File: src/rtl/maple_pkg.sv
`default_nettype none
// ============================================================================
// Module      : maple_pkg
// Description : Shared types and default timing constants for the Maple bus
//               link sequencer and its bus-quiet detector.
// Revision    : 1.0 - initial release
// ============================================================================
package maple_pkg;

  // Link sequencer states
  typedef enum logic [2:0] {
    ST_IDLE      = 3'd0,
    ST_TX_START  = 3'd1,
    ST_TX_RUN    = 3'd2,
    ST_RESP_WAIT = 3'd3,
    ST_RX        = 3'd4
  } state_e;

  // Default timing, in clk cycles
  localparam int DEF_QUIET_CYCLES  = 16;
  localparam int DEF_START_TIMEOUT = 255;
  localparam int DEF_RESP_TIMEOUT  = 50000;

  // Width of the shared timeout counter; must hold DEF_RESP_TIMEOUT
  localparam int CNT_W = 16;

endpackage
`default_nettype wire

File: src/rtl/maple_quiet_det.sv
`default_nettype none
// ============================================================================
// Module      : maple_quiet_det
// Description : Saturating bus-quiet counter. Counts consecutive cycles with
//               both Maple lines high and the receiver idle; quiet_ok is high
//               once the count has reached QUIET_CYCLES.
// Ports       : clk, reset  - clock, asynchronous active-high reset
//               sdcka/sdckb - synchronised bus lines
//               rx_busy     - receiver busy (a frame in progress is not quiet)
//               clr         - restart the quiet period
//               quiet_ok    - bus has been quiet for QUIET_CYCLES cycles
// Revision    : 1.0 - initial release
// ============================================================================
module maple_quiet_det
  import maple_pkg::*;
#(
  parameter int QUIET_CYCLES = DEF_QUIET_CYCLES
) (
  input  logic clk,
  input  logic reset,
  input  logic sdcka,
  input  logic sdckb,
  input  logic rx_busy,
  input  logic clr,
  output logic quiet_ok
);

  localparam int QW = $clog2(QUIET_CYCLES + 1);
  localparam logic [QW-1:0] C_QUIET_MAX = QW'(QUIET_CYCLES);

  logic [QW-1:0] count_q;
  logic [QW-1:0] count_d;

  always_comb begin
    count_d = count_q;
    if (clr || !(sdcka && sdckb && !rx_busy)) begin
      count_d = '0;
    end else if (count_q != C_QUIET_MAX) begin
      count_d = count_q + 1'b1;
    end
  end

  always_ff @(posedge clk or posedge reset) begin
    if (reset) begin
      count_q <= '0;
    end else begin
      count_q <= count_d;
    end
  end

  assign quiet_ok = (count_q == C_QUIET_MAX);

endmodule
`default_nettype wire

File: src/rtl/maple_link_ctrl.sv
`default_nettype none
// ============================================================================
// Module      : maple_link_ctrl
// Description : Half-duplex Maple bus link sequencer. Grants the transmitter
//               the bus after a quiet period, opens a bounded response window
//               after each host frame and reports completion, unsolicited
//               frames and timeouts upstream. All outputs are registered.
// Ports       : clk, reset   - clock, asynchronous active-high reset
//               sdcka/sdckb  - synchronised bus lines
//               tx_req       - level, a frame is ready to send
//               abort        - pulse, return to IDLE from any state
//               tx_busy      - transmitter busy
//               rx_busy      - receiver busy
//               tx_enable    - start/hold request to the transmitter
//               rx_arm       - receiver may observe the bus lines
//               link_busy    - sequencer not in IDLE
//               tx_done, rx_done, resp_timeout, start_err - 1-cycle pulses
// Revision    : 1.0 - initial release
// ============================================================================
module maple_link_ctrl
  import maple_pkg::*;
#(
  parameter int QUIET_CYCLES  = DEF_QUIET_CYCLES,
  parameter int START_TIMEOUT = DEF_START_TIMEOUT,
  parameter int RESP_TIMEOUT  = DEF_RESP_TIMEOUT,
  parameter int CNT_W         = maple_pkg::CNT_W
) (
  input  logic clk,
  input  logic reset,
  input  logic sdcka,
  input  logic sdckb,
  input  logic tx_req,
  input  logic abort,
  input  logic tx_busy,
  input  logic rx_busy,
  output logic tx_enable,
  output logic rx_arm,
  output logic link_busy,
  output logic tx_done,
  output logic rx_done,
  output logic resp_timeout,
  output logic start_err
);

  localparam logic [CNT_W-1:0] C_START_LIMIT = CNT_W'(START_TIMEOUT);
  localparam logic [CNT_W-1:0] C_RESP_LIMIT  = CNT_W'(RESP_TIMEOUT);

  state_e           state_q, state_d;
  logic [CNT_W-1:0] cnt_q, cnt_d;
  logic             tx_enable_q, tx_enable_d;
  logic             rx_arm_q, rx_arm_d;
  logic             link_busy_q, link_busy_d;
  logic             tx_done_q, tx_done_d;
  logic             rx_done_q, rx_done_d;
  logic             resp_timeout_q, resp_timeout_d;
  logic             start_err_q, start_err_d;
  logic             quiet_clr;
  logic             quiet_ok;

  maple_quiet_det #(
    .QUIET_CYCLES (QUIET_CYCLES)
  ) u_quiet (
    .clk      (clk),
    .reset    (reset),
    .sdcka    (sdcka),
    .sdckb    (sdckb),
    .rx_busy  (rx_busy),
    .clr      (quiet_clr),
    .quiet_ok (quiet_ok)
  );

  always_comb begin
    state_d        = state_q;
    cnt_d          = cnt_q;
    tx_done_d      = 1'b0;
    rx_done_d      = 1'b0;
    resp_timeout_d = 1'b0;
    start_err_d    = 1'b0;
    quiet_clr      = 1'b0;

    if (abort) begin
      state_d   = ST_IDLE;
      cnt_d     = '0;
      quiet_clr = 1'b1;
    end else begin
      case (state_q)
        ST_IDLE: begin
          cnt_d = '0;
          // An unsolicited frame takes the bus; a pending tx_req waits.
          if (rx_busy) begin
            state_d = ST_RX;
          end else if (tx_req && quiet_ok) begin
            state_d = ST_TX_START;
          end
        end
        ST_TX_START: begin
          if (tx_busy) begin
            state_d = ST_TX_RUN;
            cnt_d   = '0;
          end else if (cnt_q == C_START_LIMIT) begin
            start_err_d = 1'b1;
            state_d     = ST_IDLE;
            cnt_d       = '0;
            // A failed start must wait out a fresh quiet period before retry.
            quiet_clr   = 1'b1;
          end else begin
            cnt_d = cnt_q + 1'b1;
          end
        end
        ST_TX_RUN: begin
          if (!tx_busy) begin
            tx_done_d = 1'b1;
            state_d   = ST_RESP_WAIT;
            cnt_d     = '0;
            quiet_clr = 1'b1;
          end
        end
        ST_RESP_WAIT: begin
          // A response starting on the expiry cycle still wins.
          if (rx_busy) begin
            state_d = ST_RX;
            cnt_d   = '0;
          end else if (cnt_q == C_RESP_LIMIT) begin
            resp_timeout_d = 1'b1;
            state_d        = ST_IDLE;
            cnt_d          = '0;
          end else begin
            cnt_d = cnt_q + 1'b1;
          end
        end
        ST_RX: begin
          if (!rx_busy) begin
            rx_done_d = 1'b1;
            state_d   = ST_IDLE;
            quiet_clr = 1'b1;
          end
        end
        default: begin
          state_d = ST_IDLE;
          cnt_d   = '0;
        end
      endcase
    end

    // Level outputs follow the next state so they change on the same edge
    // as the transition.
    tx_enable_d = (state_d == ST_TX_START) || (state_d == ST_TX_RUN);
    rx_arm_d    = !tx_enable_d;
    link_busy_d = (state_d != ST_IDLE);
  end

  always_ff @(posedge clk or posedge reset) begin
    if (reset) begin
      state_q        <= ST_IDLE;
      cnt_q          <= '0;
      tx_enable_q    <= 1'b0;
      rx_arm_q       <= 1'b1;
      link_busy_q    <= 1'b0;
      tx_done_q      <= 1'b0;
      rx_done_q      <= 1'b0;
      resp_timeout_q <= 1'b0;
      start_err_q    <= 1'b0;
    end else begin
      state_q        <= state_d;
      cnt_q          <= cnt_d;
      tx_enable_q    <= tx_enable_d;
      rx_arm_q       <= rx_arm_d;
      link_busy_q    <= link_busy_d;
      tx_done_q      <= tx_done_d;
      rx_done_q      <= rx_done_d;
      resp_timeout_q <= resp_timeout_d;
      start_err_q    <= start_err_d;
    end
  end

  assign tx_enable    = tx_enable_q;
  assign rx_arm       = rx_arm_q;
  assign link_busy    = link_busy_q;
  assign tx_done      = tx_done_q;
  assign rx_done      = rx_done_q;
  assign resp_timeout = resp_timeout_q;
  assign start_err    = start_err_q;

endmodule
`default_nettype wire

File: config.mk
export PLATFORM = sky130hd
export DESIGN_NAME = maple_link_ctrl
export DESIGN_NICKNAME = d
export VERILOG_FILES = /design/src/rtl/maple_pkg.sv /design/src/rtl/maple_quiet_det.sv /design/src/rtl/maple_link_ctrl.sv
export SDC_FILE = /design/constraint.sdc
export NUM_CORES = 1
export LEC_CHECK = 0
export BUFFER_PORTS_ARGS = -buffer_cell sky130_fd_sc_hd__clkbuf_2
export CORE_AREA = 2 2 51 77
export DETAILED_ROUTE_END_ITERATION = 10
export DIE_AREA = 0 0 53 79
export HOLD_SLACK_MARGIN = 0.02
export PLACE_DENSITY = 0.76
export SYNTH_ARGS = -nofsm -noshare
export SYNTH_HDL_FRONTEND = slang
export SYNTH_SLANG_ARGS = --single-unit
File: constraint.sdc
create_clock -name clk -period 4.91 [get_ports clk]
set_input_delay 0.2455 -clock clk [delete_from_list [all_inputs] [get_ports clk]]
set_output_delay 0.2455 -clock clk [all_outputs]
set_load 0.03 [all_outputs]
==> results of run 1 <==
==> per-stage QoR <==
step | util [%] | hold WS (ns)
CTS | 54.7 | 0.235
global placement | 51.1 | 0.327
finish | 54.7 | 0.250
floorplan | - | 0.315
global route | 54.7 | 0.250
detailed placement | 51.1 | 0.329
==> routing by layer <==
layer  wire length (um)  share of wire, %
met1               1440                41
met2               1780                51
met3                123               3.5
met4                146               4.2
met5                  0                 0
==> sequential cells by signal (all words and copies together) (netlist names) <==
signal           flops
cnt_q               16
rx_done              1
link_busy            1
rx_arm               1
tx_enable            1
resp_timeout         1
tx_done              1
u_quiet.count_q      5
state_q              3
start_err            1
==> layout make-up <==
| type | instances | area share (%) |
|---|---|---|
| sequential | 31 | 40.0 |
| inverter | 12 | 2.32 |
| clock inverter | 2 | 1.81 |
| multi-input combinational | 130 | 43.9 |
| clock buffer | 6 | 4.26 |
| timing repair buffer | 17 | 4.90 |
| tap | 43 | 2.77 |
==> synth_stat cells (all sizes together) (3+ instances only) <==
library cell	count
xor2	4
dfrtp	30
a31oi	5
or3	3
nand2	13
and3	6
nand3	8
a22o	3
ha	4
nand4	3
a21oi	8
nor2	16
o21ai	12
nor2b	3
inv	12
buf	3
xnor2	4
or4	3
nor3	5
nor4	3
==> final timing paths <==
check | startpoint | to | slack [ns] | cells past startpoint
setup / recovery | cnt_q[11] | rx_arm | 2.67 | 5
hold / removal | abort | start_err | 0.25 | 2
setup reg to reg | cnt_q[11] | rx_arm | 2.67 | 5
hold reg to reg | cnt_q[13] | cnt_q[13] | 0.51 | 1
max in group asynchronous | reset | rx_arm | 4.02 | 4
min in group asynchronous | reset | cnt_q[7] | 0.56 | 4
==> cell usage in the layout, fill, tap and decap left out, types with 3 or more instances in the layout <==
| cell | instances |
|---|---|
| a21oi_1 | 8 |
| a22o_1 | 3 |
| a31oi_1 | 5 |
| and3_1 | 6 |
| clkbuf_2 | 14 |
| clkbuf_8 | 6 |
| dfrtp_1 | 30 |
| ha_1 | 4 |
| inv_1 | 12 |
| nand2_1 | 13 |
| nand3_1 | 8 |
| nand4_1 | 3 |
| nor2_1 | 16 |
| nor2b_1 | 3 |
| nor3_1 | 5 |
| o21ai_0 | 8 |
| o21ai_1 | 4 |
| or3_1 | 3 |
| xnor2_1 | 4 |
| xor2_1 | 4 |
==> power groups by stage <==
| stage | logic, mW | clock network (mW) | registers, mW |
|---|---|---|---|
| detailed placement | 0.0224 | 0 | 0.264 |
| global route | 0.0258 | 0.278 | 0.259 |
| global placement | 0.0220 | 0 | 0.264 |
| floorplan | 0.0127 | 0 | 0.264 |
| finish | 0.0225 | 0.258 | 0.259 |
| CTS | 0.0231 | 0.265 | 0.259 |
==> cell families (layout without fill, tap and decap cells) <==
| group | Yosys count | count (layout) | share of synthesized area (%) |
|---|---|---|---|
| muxes | 1 | 1 | 0.590 |
| and+or+nand+nor | 77 | 77 | 26.9 |
| xor gates and xnor gates | 8 | 8 | 4.13 |
| buffers and inverters | 17 | 37 | 4.05 |
| adders and majority gates | 4 | 4 | 2.95 |
| AOI/OAI and AO/OA | 40 | 40 | 15.6 |
| DFF | 31 | 31 | 45.8 |
==> flow_summary.ini, run 1 <==
[cts]
cts_sinks = 31
cts_root_buf = clkbuf_8
postCtsSetupBuffers = 0
cts_buffers = 5
path_clk_slew_ns = 0.07
h-tree-depth = 2
clockBufferDepth = 2
cts_hold_buffers = 1
cts_tree = built
insertion_delay_ns = 0.28
postCtsResizedCells = 0

[flow_run]
cap_violations = 0

[grt]
track_usage_pct = 19.1
use_met1_pct = 21.8
grt_max_degree = 32
grt_pass1_vias = 1317
grtUsageMet2_pct = 31.9
top_usage_layer = met2
grt_use_met3_pct = 4.51
antenna_found_initial = 0
grt_pass1_wl_um = 5850
overflow = 0

[pwr]
power.switching_uw = 111
pwr-share-comb_pct = 4.2
seq_power_share_pct = 48.0
p_leak_nw = 0.813
p_per_area_nw_per_um2 = 278
switching_share_pct = 20.6
intPower_uw = 429
clockPowerShare_pct = 47.8
ir_drop_mv = 0.220
p_total_uw = 540

[sta]
slew_violations = 0
worstMarginPinSlew_ns = 0.619
finalCritPeriodShare_pct = 45.6
hold_violations = 0
slew_headroom_pct = 58.1
max_freq_mhz = 447
final-setup-viol-count = 0
skew_ns = 0.00819
setup_tns_ns = 0
rsz0062_at_grt = false
post-route-min-period_ns = 2.24
timing.final.ws_setup_ns = 2.67

[routing]
drtAntennaViolNets = 0
via_per_inst = 5.76
vias = 1389
wl_per_cell_um = 14.5
dr.pass1.iters = 4
drc_errors = 0
drt_wl_total_um = 3500
drtIter0Drc = 20

[die]
io-pin-count = 15
fp.coreArea_um2 = 3550
die_h_um = 79
dieArea_um2 = 4190
initial_core_util_pct = 47.9
dieWidth_um = 53
rows = 27

[synth]
yosysTopAreaCell = dfrtp_1
netlist_top_cells_area = dfrtp_1 44%, nor2_1 3.5%, ha_1 2.9%
synth_edf_count = 0
syn_avg_cell_area_um2 = 9.54
ys_ff_latch = 31
syn_inst = 178
synth_nets = 190
ys_seq_area_share_pct = 45.8
synthDistinctLibCells = 49
yosysWarnings = 0
async_flop_share_pct = 100
ys.flop_type = dfrtp_1
synth.top_cell.area_share_pct = 44.2
netlist_area_um2 = 1700

[worst_setup_path]
cp-end-kind = flop
crit_required_ns = 5.11
start_kind = flop
worstPathCellList = or4_4 > nor4_4 > o32a_1 > xor2_1 > or4_1
max_stage_delay_ns = 0.57
crit_type = reg -> reg
crit_family = simple AND/OR/NAND/NOR gates
cp_slowest_cell = or4_4
crit_buf_inv = 0
critPathArrivalTime_ns = 2.43
cp_max_fo = 7

[place]
gp_congestion = 0.824
placed_cells = 232
placed_cell_area_um2 = 1810
portBuffers = 14
dpl.hpwl_um = 2530
dp_slack_ns = 2.68

[cells_and_area]
fin_nets = 209
instances_no_fill = 241
syn2layout_area_growth_pct = 14.3
fill_cells = 348
final_cell_area_um2 = 1940
seq_area_um2 = 777
multi_input_area_um2 = 852
drive_above_1_share_pct = 16.7
n_antenna_cell = 0

[outcome]
status = finished, final reports clean

[min_path]
hold_path.class = in -> reg
Note: power is estimated with default switching activity, not from simulation.
==> run 2, diff against run 1 <==
--- a/config.mk
+++ b/config.mk
@@ -5,12 +5,13 @@
 export SDC_FILE = /design/constraint.sdc
 export NUM_CORES = 1
 export LEC_CHECK = 0
+export ABC_AREA = 1
 export BUFFER_PORTS_ARGS = -buffer_cell sky130_fd_sc_hd__clkbuf_2
-export CORE_AREA = 2 2 51 77
+export CORE_AREA = 2 2 54 81
 export DETAILED_ROUTE_END_ITERATION = 10
-export DIE_AREA = 0 0 53 79
+export DIE_AREA = 0 0 56 83
 export HOLD_SLACK_MARGIN = 0.02
-export PLACE_DENSITY = 0.76
+export PLACE_DENSITY = 0.78
 export SYNTH_ARGS = -nofsm -noshare
 export SYNTH_HDL_FRONTEND = slang
 export SYNTH_SLANG_ARGS = --single-unit
==> constraint.sdc (replaced) <==
create_clock -name clk -period 1.9 [get_ports clk]
set_input_delay 0.095 -clock clk [delete_from_list [all_inputs] [get_ports clk]]
set_output_delay 0.095 -clock clk [all_outputs]
set_load 0.03 [all_outputs]
==> flow_summary.ini, run 2 <==
[die]
dieArea_um2 = 4650
rows = 28
die_h_um = 83
dieWidth_um = 56
fp.coreArea_um2 = 3920
io-pin-count = 15
initial_core_util_pct = 48.8

[cells_and_area]
fin_nets = 284
multi_input_area_um2 = 952
syn2layout_area_growth_pct = 13.0
final_common_cell = nand2_1
final_core_util_pct = 55.2
final_cell_area_um2 = 2160
seq_area_um2 = 777
largest_register_ffs = 16
n_antenna_cell = 0
regMostFlops = cnt_q
fill_cells = 386
mostFrequentLayoutCells = 50 x nand2_1, 36 x inv_1, 35 x nor2_1
drive_above_1_share_pct = 22.0
reg_top3 = cnt_q: 16 flops, u_quiet.count_q: 5 flops, state_q: 3 flops

[sta]
slew_headroom_pct = 73.9
rsz0062_at_grt = false
max_freq_mhz = 605
hold_violations = 0
slew_violations = 0
timing.final.ws_setup_ns = 0.246
worstMarginPinSlew_ns = 0.391
final-setup-viol-count = 0
finalCritPeriodShare_pct = 87.0
worst_hold_slack_ns = 0.0747
post-route-min-period_ns = 1.65
skew_ns = 0.00659
setup_tns_ns = 0

[min_path]
worstHoldStart = abort
min_to = start_err
hold_depth = 2
hold_path.class = in -> reg

[pwr]
p_leak_nw = 1.04
p_per_area_nw_per_um2 = 644
ir_drop_mv = 0.584

[routing]
drc_errors = 0
dr.pass1.iters = 4
via_per_inst = 5.14
drtAntennaViolNets = 0
vias = 1634
drt_wl_total_um = 3850
drtIter0Drc = 39
wl_per_cell_um = 12.1

[synth]
ys_ff_latch = 31
ys_seq_area_share_pct = 40.6
ys.flop_type = dfrtp_1
yosysWarnings = 0
async_flop_share_pct = 100
yosysTopAreaCell = dfrtp_1
synth_edf_count = 0
synthDistinctLibCells = 31
synth_nets = 263
syn_inst = 251
synth.most_common_cell = nand2_1
netlist_top_cells_area = dfrtp_1 39%, nand2_1 9.8%, inv_1 7.1%
netlist_area_um2 = 1920
synth_commonest_cells = 50 x nand2_1, 36 x inv_1, 35 x nor2_1
synth.top_cell.area_share_pct = 39.2
syn_avg_cell_area_um2 = 7.63

[place]
portBuffers = 14
gp_congestion = 0.891
dp_slack_ns = 0.250
dpl.hpwl_um = 2910
placed_cell_area_um2 = 2040

[grt]
antenna_found_initial = 0
overflow = 0
track_usage_pct = 18.5
grt_pass1_wl_um = 6980
grt_max_degree = 32
grt_pass1_vias = 1672

[cts]
path_clk_slew_ns = 0.06
insertion_delay_ns = 0.28
postCtsSetupBuffers = 0
h-tree-depth = 2
cts_sinks = 31
clockBufferDepth = 2
cts_tree = built
cts_buffers = 5
cts_root_buf = clkbuf_8

[worst_setup_path]
r2r_setup_slack_ns = 0.25
crit_type = reg -> reg
r2r_start = cnt_q[0]
start_kind = flop
reg2reg_depth = 13
reg2reg_to = cnt_q[3]
crit_required_ns = 2.07
critPathArrivalTime_ns = 1.83
cp-end-kind = flop
cp_max_fo = 9

[outcome]
status = finished, final reports clean

[flow_run]
cap_violations = 0
==> run 2: cell types whose count changed in the layout (fill, tap and decap cells not counted), sizes merged, moves of 4 or more <==
cell / change
nand4: +11
a31oi: -4
and3: -5
o21ai: -9
inv: +28
nand2: +47
nor2: +33
nand3: +13
==> run 2: metrics by stage <==
step / total power [mW] / std cells
final: 1.39 / 318
after floorplan: 0.719 / 251
after detailed placement: 0.744 / 309
after global placement: 0.744 / 309
after CTS: 1.41 / 318
after global routing: 1.45 / 318
==> run 2: worst max-delay path: stages, from the launching register on <==
cell      delay (ns)
dfrtp_1         0.38
inv_1           0.16
ha_1            0.20
nand2_1         0.05
inv_1           0.06
nand2_1         0.04
nor2_1          0.10
nand2_1         0.09
nand2_2         0.09
nand2_2         0.06
nand2_2         0.08
nand2_4         0.10
clkinv_8        0.09
nor2_1          0.04
==> run 2: layout make-up <==
cell class	instances	share of cell area, %
sequential	31	35.9
multi-input combinational	177	44.0
inverter	41	8.03
clock buffer	6	3.82
clock inverter	2	1.62
timing repair buffer	16	4.05
tap	45	2.60
==> run 2: what timing repair did <==
item / CTS / global route
hold endpoints to repair: 30 / 0
hold buffers: 1 / 0
resized for setup: 0 / 0
setup endpoints to repair: 0 / 0
==> run 2: worst max path at each step <==
stage | startpoint | slack [ns] | end | cells after the start
5_1_grt | cnt_q[0] | 0.1 | cnt_q[4] | 13
4_1_cts | cnt_q[0] | 0.23 | cnt_q[3] | 13
2_1_floorplan | cnt_q[0] | 0.40 | cnt_q[3] | 13
3_5_place_dp | cnt_q[0] | 0.25 | cnt_q[3] | 13
3_3_place_gp | cnt_q[0] | 0.31 | cnt_q[4] | 13
6_report | cnt_q[0] | 0.25 | cnt_q[3] | 13
==> run 2: power by group <==
part | leakage [nW] | total, mW | switching [mW] | internal, mW
clock network | 0.0612 | 0.661 | 0.237 | 0.424
registers | 0.427 | 0.666 | 0.00248 | 0.664
logic | 0.556 | 0.0664 | 0.0486 | 0.0177
total | 1.04 | 1.39 | 0.288 | 1.11
==> run 2: layer usage <==
metal  wire, um  up-vias  track usage [%]
li1           -      831                -
met2       2100       33             34.4
met5          0        -                0
met3        133        9             4.05
met1       1530      761             19.2
met4         85        0             8.23
==> run 2: logic make-up (layout without fill, tap and decap cells) <==
family	Yosys count	in the layout	synth area share (%)
xor gates and xnor gates	7	7	3.20
buffers and inverters	43	65	9.73
and+or+nand+nor	154	154	40.2
adders and majority gates	4	4	2.61
AOI/OAI and AO/OA	12	12	3.66
DFF	31	31	40.6
==> run 3, diff against run 2 <==
--- a/config.mk
+++ b/config.mk
@@ -8,10 +8,12 @@
 export ABC_AREA = 1
 export BUFFER_PORTS_ARGS = -buffer_cell sky130_fd_sc_hd__clkbuf_2
 export CORE_AREA = 2 2 54 81
+export CTS_CLUSTER_SIZE = 25
 export DETAILED_ROUTE_END_ITERATION = 10
 export DIE_AREA = 0 0 56 83
 export HOLD_SLACK_MARGIN = 0.02
 export PLACE_DENSITY = 0.78
+export SETUP_SLACK_MARGIN = 0.4
 export SYNTH_ARGS = -nofsm -noshare
 export SYNTH_HDL_FRONTEND = slang
 export SYNTH_SLANG_ARGS = --single-unit
==> flow_summary.ini, run 3 (synthesis gave the netlist of run 2 again) <==
[outcome]
status = finished, final reports clean

[die]
initial_core_util_pct = 48.8
fp.coreArea_um2 = 3920
die_h_um = 83
io-pin-count = 15
rows = 28
dieWidth_um = 56
dieArea_um2 = 4650

[place]
portBuffers = 14
dpl.hpwl_um = 2910
gp_congestion = 0.855

[cts]
insertion_delay_ns = 0.28
path_clk_slew_ns = 0.07
clockBufferDepth = 2
cts_root_buf = clkbuf_8
cts_tree = built
cts_sinks = 31
cts_buffers = 5
h-tree-depth = 2

[worst_setup_path]
cp_slowest_cell = dfrtp_2
cp-end-kind = flop
cp_max_fo = 6
crit_buf_inv = 1
max_stage_delay_ns = 0.44
crit_required_ns = 2.07
start_kind = flop
crit_family = simple AND/OR/NAND/NOR gates
crit_type = reg -> reg
reg2reg_depth = 10
path_common_cell = nand2_2
critPathArrivalTime_ns = 1.76
worstPathCellList = nor2_1 > nand2_2 > nor2_1 > nand2_2 > nand2_2 > nand2_4 > nand2_4 > nand2_8 > inv_8 > nor2_4
path_depth = 10

[sta]
skew_ns = 0.00736
hold_violations = 0
rsz0062_at_grt = true
max_freq_mhz = 629
slew_violations = 0
post-route-min-period_ns = 1.59
worstMarginPinSlew_ns = 0.392
slew_headroom_pct = 73.8
final-setup-viol-count = 0
finalCritPeriodShare_pct = 83.7
setup_tns_ns = 0

[grt]
overflow = 0
grt_max_degree = 32
grt_pass1_vias = 1627
grt_pass1_wl_um = 6860
antenna_found_initial = 0
track_usage_pct = 18.7

[cells_and_area]
largest_register_ffs = 16
mostFrequentLayoutCells = 41 x nand2_1, 31 x nor2_1, 31 x inv_1
final_common_cell = nand2_1
fin_nets = 296
fill_cells = 348
regMostFlops = cnt_q
drive_above_1_share_pct = 34.0
syn2layout_area_growth_pct = 22.8
n_antenna_cell = 0
reg_top3 = cnt_q: 16 flops, u_quiet.count_q: 5 flops, state_q: 3 flops

[pwr]
p_leak_nw = 1.10
p_per_area_nw_per_um2 = 597
ir_drop_mv = 0.511
p_total_mw = 1.41

[routing]
vias = 1700
drt_wl_total_um = 4260
dr.pass1.iters = 4
wl_per_cell_um = 12.9
drc_errors = 0
drtAntennaViolNets = 0
drtIter0Drc = 62
via_per_inst = 5.15

[min_path]
hold_depth = 2
hold_path.class = in -> reg

[flow_run]
cap_violations = 0
==> run 3: metal layers <==
| metal | part of all wire [%] | up-vias | track usage, % |
|---|---|---|---|
| met5 | 0 | - | 0 |
| met4 | 3.6 | 0 | 11.3 |
| met3 | 3.3 | 14 | 4.52 |
| met2 | 55 | 34 | 34.9 |
| met1 | 38 | 791 | 17.8 |
| li1 | - | 861 | - |
==> run 3: worst reg2reg max path, stage by stage, from the launching register on <==
cell and delay (ns):
dfrtp_2 0.44, nor2_1 0.14, nand2_2 0.08, nor2_1 0.21
nand2_2 0.12, nand2_2 0.11, nand2_4 0.07, nand2_4 0.09
nand2_8 0.10, inv_8 0.09, nor2_4 0.03
==> run 3: layout make-up <==
class / instances / area, um2 / area share (%)
clock buffer: 6 / 82.6 / 3.51
clock inverter: 2 / 35.0 / 1.49
inverter: 41 / 174 / 7.39
multi-input combinational: 177 / 1040 / 44.4
sequential: 31 / 779 / 33.1
tap: 45 / 56.3 / 2.39
timing repair buffer: 27 / 170 / 7.23
timing repair inverter: 1 / 11.3 / 0.479
==> run 3: through the flow <==
stage                     cells  hold WS (ns)  instance area, um2  setup WS (ns)  utilization (%)
final                       330        0.0776                2350          0.309             59.9
after global routing        330        0.0865                2350          0.180             59.9
after CTS                   326        0.0685                2280          0.372             58.1
after detailed placement    309         0.175                2040          0.257             51.9
after global placement      309         0.173                2040          0.328             51.9
after floorplan             251         0.161                1920          0.453                -
==> run 3: what timing repair did <==
action                                  4_1_cts  5_1_grt
buffers inserted                              7        4
gates cloned                                  1        0
hold buffers                                  1        0
hold endpoints to repair                     30        0
pin swaps                                    10        9
resized for setup                            16       17
endpoints found under the setup margin       23       24
==> run 3: worst paths after layout <==
path                       slack, ns                  to                from
setup / recovery                0.31            cnt_q[7]           cnt_q[10]
hold / removal                  0.08             rx_done               abort
setup reg to reg                0.31            cnt_q[7]           cnt_q[10]
hold reg to reg                 0.55  u_quiet.count_q[4]  u_quiet.count_q[4]
max in group asynchronous       1.16              rx_arm               reset
min in group asynchronous       0.42           cnt_q[14]               reset
==> run 3: power by group <==
| group | internal, mW | total [mW] | switching (mW) |
|---|---|---|---|
| clock network | 0.424 | 0.666 | 0.243 |
| logic | 0.0195 | 0.0734 | 0.0538 |
| registers | 0.664 | 0.666 | 0.00217 |
| total | 1.11 | 1.41 | 0.299 |
